--- config.mk ---
export PLATFORM = sky130hd
export DESIGN_NAME = hilo_muldiv
export DESIGN_NICKNAME = d
export VERILOG_FILES = /design/src/rtl/hilo_muldiv.sv
export SDC_FILE = /design/constraint.sdc
export NUM_CORES = 1
export LEC_CHECK = 0
export ABC_AREA = 1
export CAP_MARGIN = 5
export CORE_MARGIN = 4
export CORE_UTILIZATION = 39
export CTS_BUF_LIST = sky130_fd_sc_hd__clkbuf_8
export DETAILED_ROUTE_END_ITERATION = 16
export GPL_TIMING_DRIVEN = 0
export HOLD_SLACK_MARGIN = 0.12
export PLACE_DENSITY = 0.65
export REMOVE_ABC_BUFFERS = 1
export SYNTH_ARGS = -nofsm -noshare
export SYNTH_HDL_FRONTEND = slang
export SYNTH_SLANG_ARGS = --single-unit
--- constraint.sdc ---
create_clock -name clk -period 4.5 [get_ports clk]
set_clock_uncertainty 0.1 [all_clocks]
set_input_delay 0.45 -clock clk [delete_from_list [all_inputs] [get_ports clk]]
set_output_delay 0.45 -clock clk [all_outputs]
set_load 0.005 [all_outputs]
--- src/rtl/hilo_muldiv.sv ---
// Iterative MIPS multiply/divide unit that owns the HI/LO register pair.
// One product or quotient bit is resolved per clock; MTHI/MTLO are served while idle.
module hilo_muldiv #(
  parameter int WIDTH = 32
) (
  input  logic             clk,
  input  logic             rst,
  input  logic             start,
  input  logic [1:0]       op,
  input  logic [WIDTH-1:0] reg_a,
  input  logic [WIDTH-1:0] reg_b,
  input  logic             mthi_en,
  input  logic             mtlo_en,
  input  logic [WIDTH-1:0] wr_data,
  output logic             busy,
  output logic             done,
  output logic [WIDTH-1:0] hi,
  output logic [WIDTH-1:0] lo
);

  localparam int CW = $clog2(WIDTH);
  localparam logic [CW-1:0] LAST = CW'(WIDTH - 1);

  typedef enum logic [1:0] {IDLE, CALC, FIX, DONE} state_t;

  state_t             state, state_nxt;
  logic [CW-1:0]      cnt;
  logic               is_div, sign_a, sign_b, b_zero;
  logic [WIDTH-1:0]   opnd;   // multiplicand (mul) or divisor magnitude (div)
  logic [2*WIDTH-1:0] prod;   // {acc, multiplier} for mul, {remainder, dividend/quotient} for div

  logic [WIDTH-1:0]   a_mag, b_mag, addend, diff;
  logic [WIDTH:0]     sum, trial;
  logic               q_bit;
  logic [2*WIDTH-1:0] step, prod_fix;
  logic [WIDTH-1:0]   res_hi, res_lo;

  assign busy = (state != IDLE);
  assign done = (state == DONE);

  // NOTE: every variable driven here gets a default first so no latch is inferred.
  always_comb begin
    a_mag  = (op[0] && reg_a[WIDTH-1]) ? -reg_a : reg_a;
    b_mag  = (op[0] && reg_b[WIDTH-1]) ? -reg_b : reg_b;

    addend = prod[0] ? opnd : '0;
    sum    = {1'b0, prod[2*WIDTH-1:WIDTH]} + {1'b0, addend};

    // Restoring step: the partial remainder always stays below the divisor,
    // so a WIDTH-bit difference is exact whenever the trial subtraction succeeds.
    trial  = {prod[2*WIDTH-1:WIDTH], prod[WIDTH-1]};
    q_bit  = (trial >= {1'b0, opnd});
    diff   = trial[WIDTH-1:0] - opnd;

    if (is_div) step = {(q_bit ? diff : trial[WIDTH-1:0]), prod[WIDTH-2:0], q_bit};
    else        step = {sum, prod[WIDTH-1:1]};

    prod_fix = (sign_a ^ sign_b) ? -prod : prod;
    res_hi   = prod_fix[2*WIDTH-1:WIDTH];
    res_lo   = prod_fix[WIDTH-1:0];
    if (is_div) begin
      // Divide by zero leaves the dividend magnitude as remainder, so the
      // dividend-sign rule restores the raw operand; only the quotient is pinned.
      res_hi = sign_a ? -prod[2*WIDTH-1:WIDTH] : prod[2*WIDTH-1:WIDTH];
      if (b_zero)               res_lo = '1;
      else if (sign_a ^ sign_b) res_lo = -prod[WIDTH-1:0];
      else                      res_lo = prod[WIDTH-1:0];
    end
  end

  always_comb begin
    state_nxt = state;
    case (state)
      IDLE:    if (start) state_nxt = CALC;
      CALC:    if (cnt == LAST) state_nxt = FIX;
      FIX:     state_nxt = DONE;
      default: state_nxt = IDLE;
    endcase
  end

  // NOTE: sequential state uses non-blocking assignments only.
  always_ff @(posedge clk or posedge rst) begin
    if (rst) begin
      state <= IDLE;
      cnt   <= '0;
      hi    <= '0;
      lo    <= '0;
    end else begin
      state <= state_nxt;
      if (state == IDLE && start) cnt <= '0;
      else if (state == CALC)     cnt <= (cnt == LAST) ? '0 : cnt + CW'(1);

      if (state == FIX) begin
        hi <= res_hi;
        lo <= res_lo;
      end else if (state == IDLE) begin
        if (mthi_en) hi <= wr_data;
        if (mtlo_en) lo <= wr_data;
      end
    end
  end

  // NOTE: datapath registers carry no reset; they are always loaded at start before use.
  always_ff @(posedge clk) begin
    if (state == IDLE && start) begin
      is_div <= op[1];
      sign_a <= op[0] & reg_a[WIDTH-1];
      sign_b <= op[0] & reg_b[WIDTH-1];
      b_zero <= (reg_b == '0);
      opnd   <= op[1] ? b_mag : a_mag;
      prod   <= {{WIDTH{1'b0}}, (op[1] ? a_mag : b_mag)};
    end else if (state == CALC) begin
      prod   <= step;
    end
  end

endmodule

# == Yosys cells after proc, flatten, opt, wreduce, memory -nomap -nowiden ==
# Index checks and enable logic that the tools add are counted.
# classes
muxes,27
eq_ne,6
addsub,8
n_lt_le_gt_ge,1
bitwise,3
reduce_logical,13
# ops
operator,n
$mux 32,19
$mux 64,2
$neg 32->32,4
$neg 64->64,1
$add 32x32->33,1
$ge 33x32->1,1
$logic_not 32->1,1
$sub 32x32->32,1
$mux 5,3
$reduce_bool 2->1,5
$pmux 2 s3,1
$reduce_and 2->1,3
$add 5x1->5 const B,1
$eq 5x5->1 const B,1
$eq 2x2->1 const B,2
$mux 2,2
$ne 2x2->1 const B,2
$logic_and 1x1->1,3
$and 1x1->1,2
$eq 2x1->1 const B,1
$logic_not 2->1,1
$xor 1x1->1,1
# word_totals
elab_cells,69
in_bits,103
regBits,171

# == Depth between registers and ports, before layout ==
# Gate-level depths: netlist of the first run.
# logic_depth
depth_word,5
mapped_depth,20
depth_no_buf,18

# == Worst setup path before layout of the first run ==
# OpenSTA, ideal clock, no wires.
# synth_path
kind,register to register
start,register state[0]
end,register prod[10] (data pin)
arrival_time_ns,2.612
path_stages_with_launch,8
path_slack_ns,1.470
synth_period_minus_slack_ns,3.030
cell_sequence,dfrtp_1 > inv_1 > ha_1 > nand2_1 > clkinv_1 > clkbuf_1 > clkbuf_1 > o22ai_1
# synth_via
elab_chain_len,3
# synth_lines
element,line,rtl
from (decl),26,"state_t state, state_nxt;"
from (signal assigned),89,state <= state_nxt;
$logic_not 2->1,105,if (state == IDLE && start) begin
$logic_and 1x1->1,105,
$mux 32,105,
to (signal assigned),111,"prod <= {{WIDTH{1'b0}}, (op[1] ? a_mag : b_mag)};"
to (signal assigned),113,prod <= step;
to (decl),30,logic [2*WIDTH-1:0] prod;
# No other way between the ends.
# A chain may end at the register's enable or synchronous reset.

# == Final worst setup path of the first run ==
# layout_path
start,register sign_a
end,register hi[16]
# layout_via
elab_chain_len,4
# layout_lines
element,line,rtl
from (decl),28,"logic is_div, sign_a, sign_b, b_zero;"
from (signal assigned),107,sign_a <= op[0] & reg_a[WIDTH-1];
$xor 1x1->1,58,prod_fix = (sign_a ^ sign_b) ? -prod : prod;
$mux 64,58,
$mux 32 *,61,if (is_div) begin
$mux 32 *,93,if (state == FIX) begin
to (signal assigned),94,hi <= res_hi;
to (signal assigned),97,if (mthi_en) hi <= wr_data;
to (decl),17,"output logic [WIDTH-1:0] hi,"
# Every way passes the cells marked *; elsewhere a longest branch is shown, timed or not.

==> results.md, run 1 <==
* Comb pwr share at 67.2%
* Gr ovfl total at 0
* FP Rows at 78
* TritonCTS clock tree: done
* Largest net degree at the start of global routing at 106
* Max clock buf depth at 2
* CP Capture Type: flip-flop
* Sequential fraction of the synthesis area at 24.65%
* Die ar. at 0.04990 mm²
* Internal Pwr Total at 6.320 mW
* Min Tclk post-route at 3.651 ns
* Yosys Warn Count at 0
* DR vias/cell at 5.392
* Crit path from: sign_a$_DFFE_PP_
* Worst setup path class: reg2reg
* Die height at 223.4 µm
* Unrepaired setup endpoints after global routing: false
* Final wirelength at 71430 µm
* Reg clk slew, reported paths at 0.10 ns
* Reg2Reg Setup Slack at 0.85 ns
* Hold WC Path Type: reg2reg
* #FFs+latches synth at 171
* Crit start category: flip-flop
* CP required at 4.78 ns
* Lkg Pwr at 10.17 nW
* Routability Congestion at 1.038
* Worst R2R End: hi[16]$_DFFE_PP0P_
* Slew @ Worst Pin at 1.118 ns
* Worst hold slack at 0.4021 ns
* Post-CTS setup buffers at 0
* Min-Delay Path Depth at 2
* Clock Latency Late Sink at 0.52 ns
* Fmax at 273.9 MHz
* Overall routing resource usage at 27.93%
* Avg Cell Area, Syn at 5.901 µm²
* Post-Syn Instances at 3066
* First-pass DRT Iterations at 6
* Via count at 20400
* Root Driver: clkbuf_8
* Antenna viol nets, final at 0
* Avg WL per Cell at 18.88 µm
* HPWL Detailed at 58150 µm
* Worst Reg-to-Reg Cells at 10
* Sequential power share at 24.5%
* Most frequent cells in the layout: nand2_1, inv_1, nor2_1
* Most common cell after layout, fill and taps aside: nand2_1
* Switching share of power at 55.38%
* Post-synth cell types at 51
* Max VDD drop at 0.0004952 V
* Total Power at 14.16 mW
* # IOs at 169
* Max FO, Critical Path at 28
* Worst path arrival time at 3.93 ns
* Clk sinks at 171
* # diodes at 0
* Initial Utilization at 39.70%
* Antenna violations before repair at 1
* Core area at 0.04558 mm²
* I/O Buffers at 168
* Post_cts resized at 0
* Max Cap Viol at 0
* Netlist Area Pre-Place at 0.01809 mm²
* Initial drt markers at 2381
* H-Tree Depth at 4
* Final period util at 81.13%
* Share of cells above drive strength 1 at 3.393%
* Die W at 223.4 µm
* Sw power at 7.845 mW
* Slew margin rel. at 25.20%
* Post-synth EDFFs at 68
* Async S/R FF share, synth at 41.52%
* Global-route wire length before repair at 109100 µm
* Status: complete, no violations
* Hold Crit Start: lo[14]$_DFFE_PP0P_
* Count of pins over their slew limit at 0
* Count of final setup violators at 0
* Hold Vio Cnt, Final at 0
* Final #Nets at 3350
* Drt drc at 0
* Area Growth Syn to Fin at 15.17%
* CTS Hold Buffers Added at 1
* WHS Endpoint: lo[14]$_DFFE_PP0P_
* Dominant synthesized flop cell: dfrtp_1
* Clk pwr share at 8.2%
* Via count of the first global-routing pass at 18740
* Launching point of the worst reg2reg path: sign_a$_DFFE_PP_
* Pwr Density at 679.7 mW/mm²
* CTS Buf Count at 17
-- area by class of cell --
type | instances | area, µm²
multi-input cells | 2347 | 11550
well taps | 600 | 750.7
repair buffers | 182 | 1982
inverters | 451 | 1703
clock inverters | 14 | 147.6
clock buffers | 18 | 247.7
flip-flops and latches | 171 | 4459
fillers | 4840 | 24740
-- registers in the layout, indices dropped and copies added, names as in the netlist --
signal / count
state: 2
opnd: 32
is_div: 1
lo: 32
sign_b: 1
sign_a: 1
hi: 32
cnt: 5
prod: 64
b_zero: 1
-- critical path: stages (launching register included) --
cell and delay [ns]:
edfxtp_1 0.86, or2_1 0.20, nand2_2 0.38, nor2_1 1.01
inv_1 0.14, nand2_1 0.23, o21ai_0 0.15, nand2_1 0.10
a21oi_1 0.07, o21ai_1 0.15, o211ai_1 0.10
-- worst max path at each step --
| stage | to | slack, ns | cells past startpoint |
|---|---|---|---|
| floorplan | cnt[3]$_DFFE_PP0P_ | 0.42 | 7 |
| global placement | prod[27]$_DFFE_PP_ | -2.36 | 5 |
| detailed placement | prod[1]$_DFFE_PP_ | 0.92 | 5 |
| CTS | prod[25]$_DFFE_PP_ | 0.90 | 5 |
| global route | prod[28]$_DFFE_PP_ | 0.65 | 5 |
| finish | hi[16]$_DFFE_PP0P_ | 0.85 | 10 |
-- layer usage --
layer	vias to the layer above	GRT usage (%)	wire length (µm)
met1	9381	39.44	31980
met5	-	0	12
met4	2	6.980	1866
met2	833	44.51	32030
met3	99	4.789	5548
li1	10080	-	-
-- power groups by stage --
stage	sequential, mW	clock [mW]	combinational [mW]
finish	3.48	1.16	9.52
global route	3.54	1.25	10.6
CTS	3.45	1.18	9.41
detailed placement	3.47	0	9.37
global placement	3.56	0	9.16
floorplan	3.09	0	6.08
-- synthesized netlist by cell type (all sizes together), types with 5 or more instances --
master / n / area share (%)
nor2: 313 / 6.8
buf: 27 / 0.82
nor4: 9 / 0.39
nor3: 53 / 1.6
dfrtp: 71 / 9.8
clkbuf: 70 / 1.5
nand3: 287 / 8.0
xor2: 68 / 3.3
nand4: 38 / 1.3
edfxtp: 68 / 11
a31oi: 13 / 0.45
o21a: 5 / 0.21
a21oi: 154 / 4.3
nand3b: 30 / 1.2
nand2: 993 / 21
inv: 444 / 9.2
o21bai: 21 / 0.87
xnor2: 12 / 0.58
ha: 75 / 5.2
clkinv: 7 / 0.15
o21ai: 210 / 5.8
o211ai: 40 / 1.7
dfxtp: 32 / 3.5
-- metrics by stage --
stage / setup TNS [ns] / std cells / instance area (µm²) / setup slack (ns) / util, %
after global placement: -269.40 / 3737 / 20120 / -2.362 / 44.14
after CTS: 0 / 3783 / 20840 / 0.8956 / 45.72
final: 0 / 3783 / 20840 / 0.8492 / 45.72
after global routing: 0 / 3783 / 20840 / 0.6485 / 45.72
after floorplan: 0 / 2969 / 17680 / 0.4161 / -
after detailed placement: 0 / 3750 / 20430 / 0.9198 / 44.83
-- logic make-up after synthesis --
group / synth area share [%]
mux: 0.05532
flops: 24.65
simple gates: 40.46
fa+ha+maj: 5.408
xor+xnor: 3.872
buf+inv: 11.62
compound gates: 13.93
Note: power is estimated with default switching activity, not from simulation.
==> run 2: changes to the inputs <==
--- a/config.mk
+++ b/config.mk
@@ -13,7 +13,7 @@
 export DETAILED_ROUTE_END_ITERATION = 16
 export GPL_TIMING_DRIVEN = 0
 export HOLD_SLACK_MARGIN = 0.12
-export PLACE_DENSITY = 0.65
+export PLACE_DENSITY = 0.67
 export REMOVE_ABC_BUFFERS = 1
 export SYNTH_ARGS = -nofsm -noshare
 export SYNTH_HDL_FRONTEND = slang
==> constraint.sdc (replaced) <==
create_clock -name clk -period 3.2 [get_ports clk]
set_clock_uncertainty 0.1 [all_clocks]
set_input_delay 0.32 -clock clk [delete_from_list [all_inputs] [get_ports clk]]
set_output_delay 0.32 -clock clk [all_outputs]
set_load 0.005 [all_outputs]
==> results.md, run 2 (synthesized netlist as in run 1, its figures left out) <==
* CTS Buf Count at 17 (unchanged)
* Max FFs per register at 64 (unchanged)
* Global-route wire length before repair at 108900 µm (was 109100 µm)
* Post-Place Cells at 3748 (was 3750)
* Max FO, Critical Path at 35 (was 28)
* Slew @ Worst Pin at 0.9536 ns (was 1.118 ns)
* Crit start category: flip-flop (unchanged)
* Pwr Density at 958.4 mW/mm² (was 679.7 mW/mm²)
* Clk pwr share at 7.7% (was 8.2%)
* I/O Buffers at 168 (unchanged)
* Unrepaired setup endpoints after global routing: true (was false)
* Final #Nets at 3360 (was 3350)
* Worst path arrival time at 3.44 ns (was 3.93 ns)
* Antenna viol nets, final at 0 (unchanged)
* TritonCTS clock tree: done (unchanged)
* Switching share of power at 55.46% (was 55.38%)
* First-pass DRT Iterations at 8 (was 6)
* Largest net degree at the start of global routing at 106 (unchanged)
* Final period util at 96.19% (was 81.13%)
* Via count at 20400 (about the same)
* Sw power at 11.14 mW (was 7.845 mW)
* HPWL Detailed at 58550 µm (was 58150 µm)
* Critical-path cell list: inv_1 -> ha_1 -> nand2_1 -> nor2_1 -> nand2_1 -> nor2_1 -> nand3_1 -> nand3_2 -> nor2_4 -> nand2_8 -> nor2_8 -> buf_12 -> nand2_1 -> nand3b_1 -> nand2_1 -> inv_1 (was or2_1 -> nand2_2 -> nor2_1 -> inv_1 -> nand2_1 -> o21ai_0 -> nand2_1 -> a21oi_1 -> o21ai_1 -> o211ai_1)
* Setup_tns at 0 ns (unchanged)
* Area Growth Syn to Fin at 15.82% (was 15.17%)
* FP Rows at 78 (unchanged)
* Initial drt markers at 2118 (was 2381)
* Most common cell after layout, fill and taps aside: nand2_1 (unchanged)
* Comb pwr share at 68.4% (was 67.2%)
* Clk sinks at 171 (unchanged)
* CP required at 3.56 ns (was 4.78 ns)
* Final worst slack at 0.1218 ns (was 0.8492 ns)
* Min Tclk post-route at 3.078 ns (was 3.651 ns)
* Hold Vio Cnt, Final at 0 (unchanged)
* Reg clk slew, reported paths at 0.08 ns (was 0.10 ns)
* Fmax at 324.9 MHz (was 273.9 MHz)
* Die W at 223.4 µm (unchanged)
* Internal Pwr Total at 8.945 mW (was 6.320 mW)
* Critical Path Max Stage Delay at 0.50 ns (was 1.01 ns)
* Max clock buf depth at 2 (unchanged)
* Top cell by count, worst path: nand2_1 (unchanged)
* Most frequent cells in the layout: nand2_1, inv_1, nor2_1 (unchanged)
* Share of cells above drive strength 1 at 4.040% (was 3.393%)
* Lkg Pwr at 10.22 nW (was 10.17 nW)
* Hold WC Path Type: in2reg (was reg2reg)
* Total Power at 20.08 mW (was 14.16 mW)
* Status: complete, no violations (unchanged)
* Gr ovfl total at 0 (unchanged)
* Pre-CTS WS at -0.4996 ns (was 0.9198 ns)
* Register name with the most flops: prod (unchanged)
* CP Capture Type: flip-flop (unchanged)
* Antenna violations before repair at 1 (unchanged)
* Max Cap Viol at 0 (unchanged)
* Die height at 223.4 µm (unchanged)
* Worst hold slack at 0.2169 ns (was 0.4021 ns)
* DR vias/cell at 5.377 (was 5.392)
* Slew margin rel. at 36.43% (was 25.20%)
* Sequential power share at 23.9% (was 24.5%)
* # IOs at 169 (unchanged)
* Clock Latency Late Sink at 0.52 ns (about the same)
* Via count of the first global-routing pass at 18690 (was 18740)
* H-Tree Depth at 4 (unchanged)
* Max VDD drop at 0.0007327 V (was 0.0004952 V)
* Drt drc at 0 (unchanged)
* Overall routing resource usage at 28.10% (was 27.93%)
* Avg WL per Cell at 19.08 µm (was 18.88 µm)
* Count of final setup violators at 0 (unchanged)
* Final wirelength at 72390 µm (was 71430 µm)
* CP max stage cell: edfxtp_1 (was nor2_1)
* Root Driver: clkbuf_8 (unchanged)
* Count of pins over their slew limit at 0 (unchanged)
* Final Non-Filler Cells at 3794 (was 3783)
* Initial Utilization at 39.70% (unchanged)
* Worst setup path class: reg2reg (unchanged)
* Routability Congestion at 1.007 (was 1.038)
* Die ar. at 0.04990 mm² (unchanged)
* Core area at 0.04558 mm² (unchanged)
-- run 2: changes by cell type in the layout (fill, tap and decap cells not counted), sizes merged --
cell      delta
buf          +8
clkbuf       -1
clkinv       +3
clkinvlp     -1
diode        +1
inv          -1
nor2         +2
-- run 2: cell type report --
type | count | area [µm²]
Sequential cell | 171 | 4463
Tap cell | 600 | 750.7
Clock inverter | 15 | 131.4
Multi-Input combinational cell | 2349 | 11600
Inverter | 451 | 1713
Antenna cell | 1 | 2.502
Timing Repair Buffer | 190 | 2059
Clock buffer | 17 | 234.0
Fill cell | 4922 | 24620
-- run 2: metal layers --
metal | track usage (%) | up-vias | share of wire [%]
li1 | - | 10130 | -
met4 | 9.823 | 0 | 3.6
met3 | 3.895 | 111 | 7.8
met5 | 0 | - | 0
met1 | 39.51 | 9384 | 45
met2 | 44.30 | 779 | 44
-- run 2: metrics by stage --
step / instance area, µm² / util, %
floorplan: 17680 / -
finish: 20960 / 45.98
global route: 20950 / 45.98
CTS: 20840 / 45.72
global placement: 20120 / 44.14
detailed placement: 20380 / 44.71
-- run 2: final timing paths --
| check | from | slack [ns] | to | cells after the start |
|---|---|---|---|---|
| hold reg to reg | lo[3]$_DFFE_PP0P_ | 0.40 | lo[3]$_DFFE_PP0P_ | 2 |
| setup reg to reg | opnd[29]$_DFFE_PP_ | 0.12 | prod[36]$_SDFFE_PP0P_ | 16 |
| min in group asynchronous | rst | 0.54 | cnt[3]$_DFFE_PP0P_ | 3 |
| max in group asynchronous | rst | 1.90 | lo[1]$_DFFE_PP0P_ | 4 |
| setup / recovery | opnd[29]$_DFFE_PP_ | 0.12 | prod[36]$_SDFFE_PP0P_ | 16 |
| hold / removal | op[1] | 0.22 | is_div$_DFFE_PP_ | 1 |
-- run 2: power by group through the flow --
stage,Combinational (mW),Sequential [mW],Clock (mW)
after floorplan,8.54,4.34,0
after global placement,12.9,4.98,0
after detailed placement,13.1,4.91,0
after CTS,13.4,4.78,1.55
after global routing,15.2,4.89,1.64
final,13.7,4.81,1.54
-- run 2: what timing repair did --
action / CTS / global route
buffers inserted: 4 / 6
gates cloned: 1 / 1
hold buffers: 1 / 0
pin swaps: 1 / 2
endpoints found under the hold margin: 14 / 0
setup endpoints to repair: 81 / 131
resized for setup: 4 / 16
-- run 2: critical path: cells and delay by family, from the launching register on --
kind,cells,cell delay [ns]
flops,1,0.50
fa+ha+maj,1,0.36
buf+inv,3,0.27
simple gates,12,1.77
==> run 3: changes to the inputs <==
--- a/config.mk
+++ b/config.mk
@@ -12,7 +12,7 @@
 export CTS_BUF_LIST = sky130_fd_sc_hd__clkbuf_8
 export DETAILED_ROUTE_END_ITERATION = 16
 export GPL_TIMING_DRIVEN = 0
-export HOLD_SLACK_MARGIN = 0.12
+export HOLD_SLACK_MARGIN = 0.02
 export PLACE_DENSITY = 0.67
 export REMOVE_ABC_BUFFERS = 1
 export SYNTH_ARGS = -nofsm -noshare
==> results of run 3 <==
No change in the layout: final DEF, timing and power equal those of run 2.
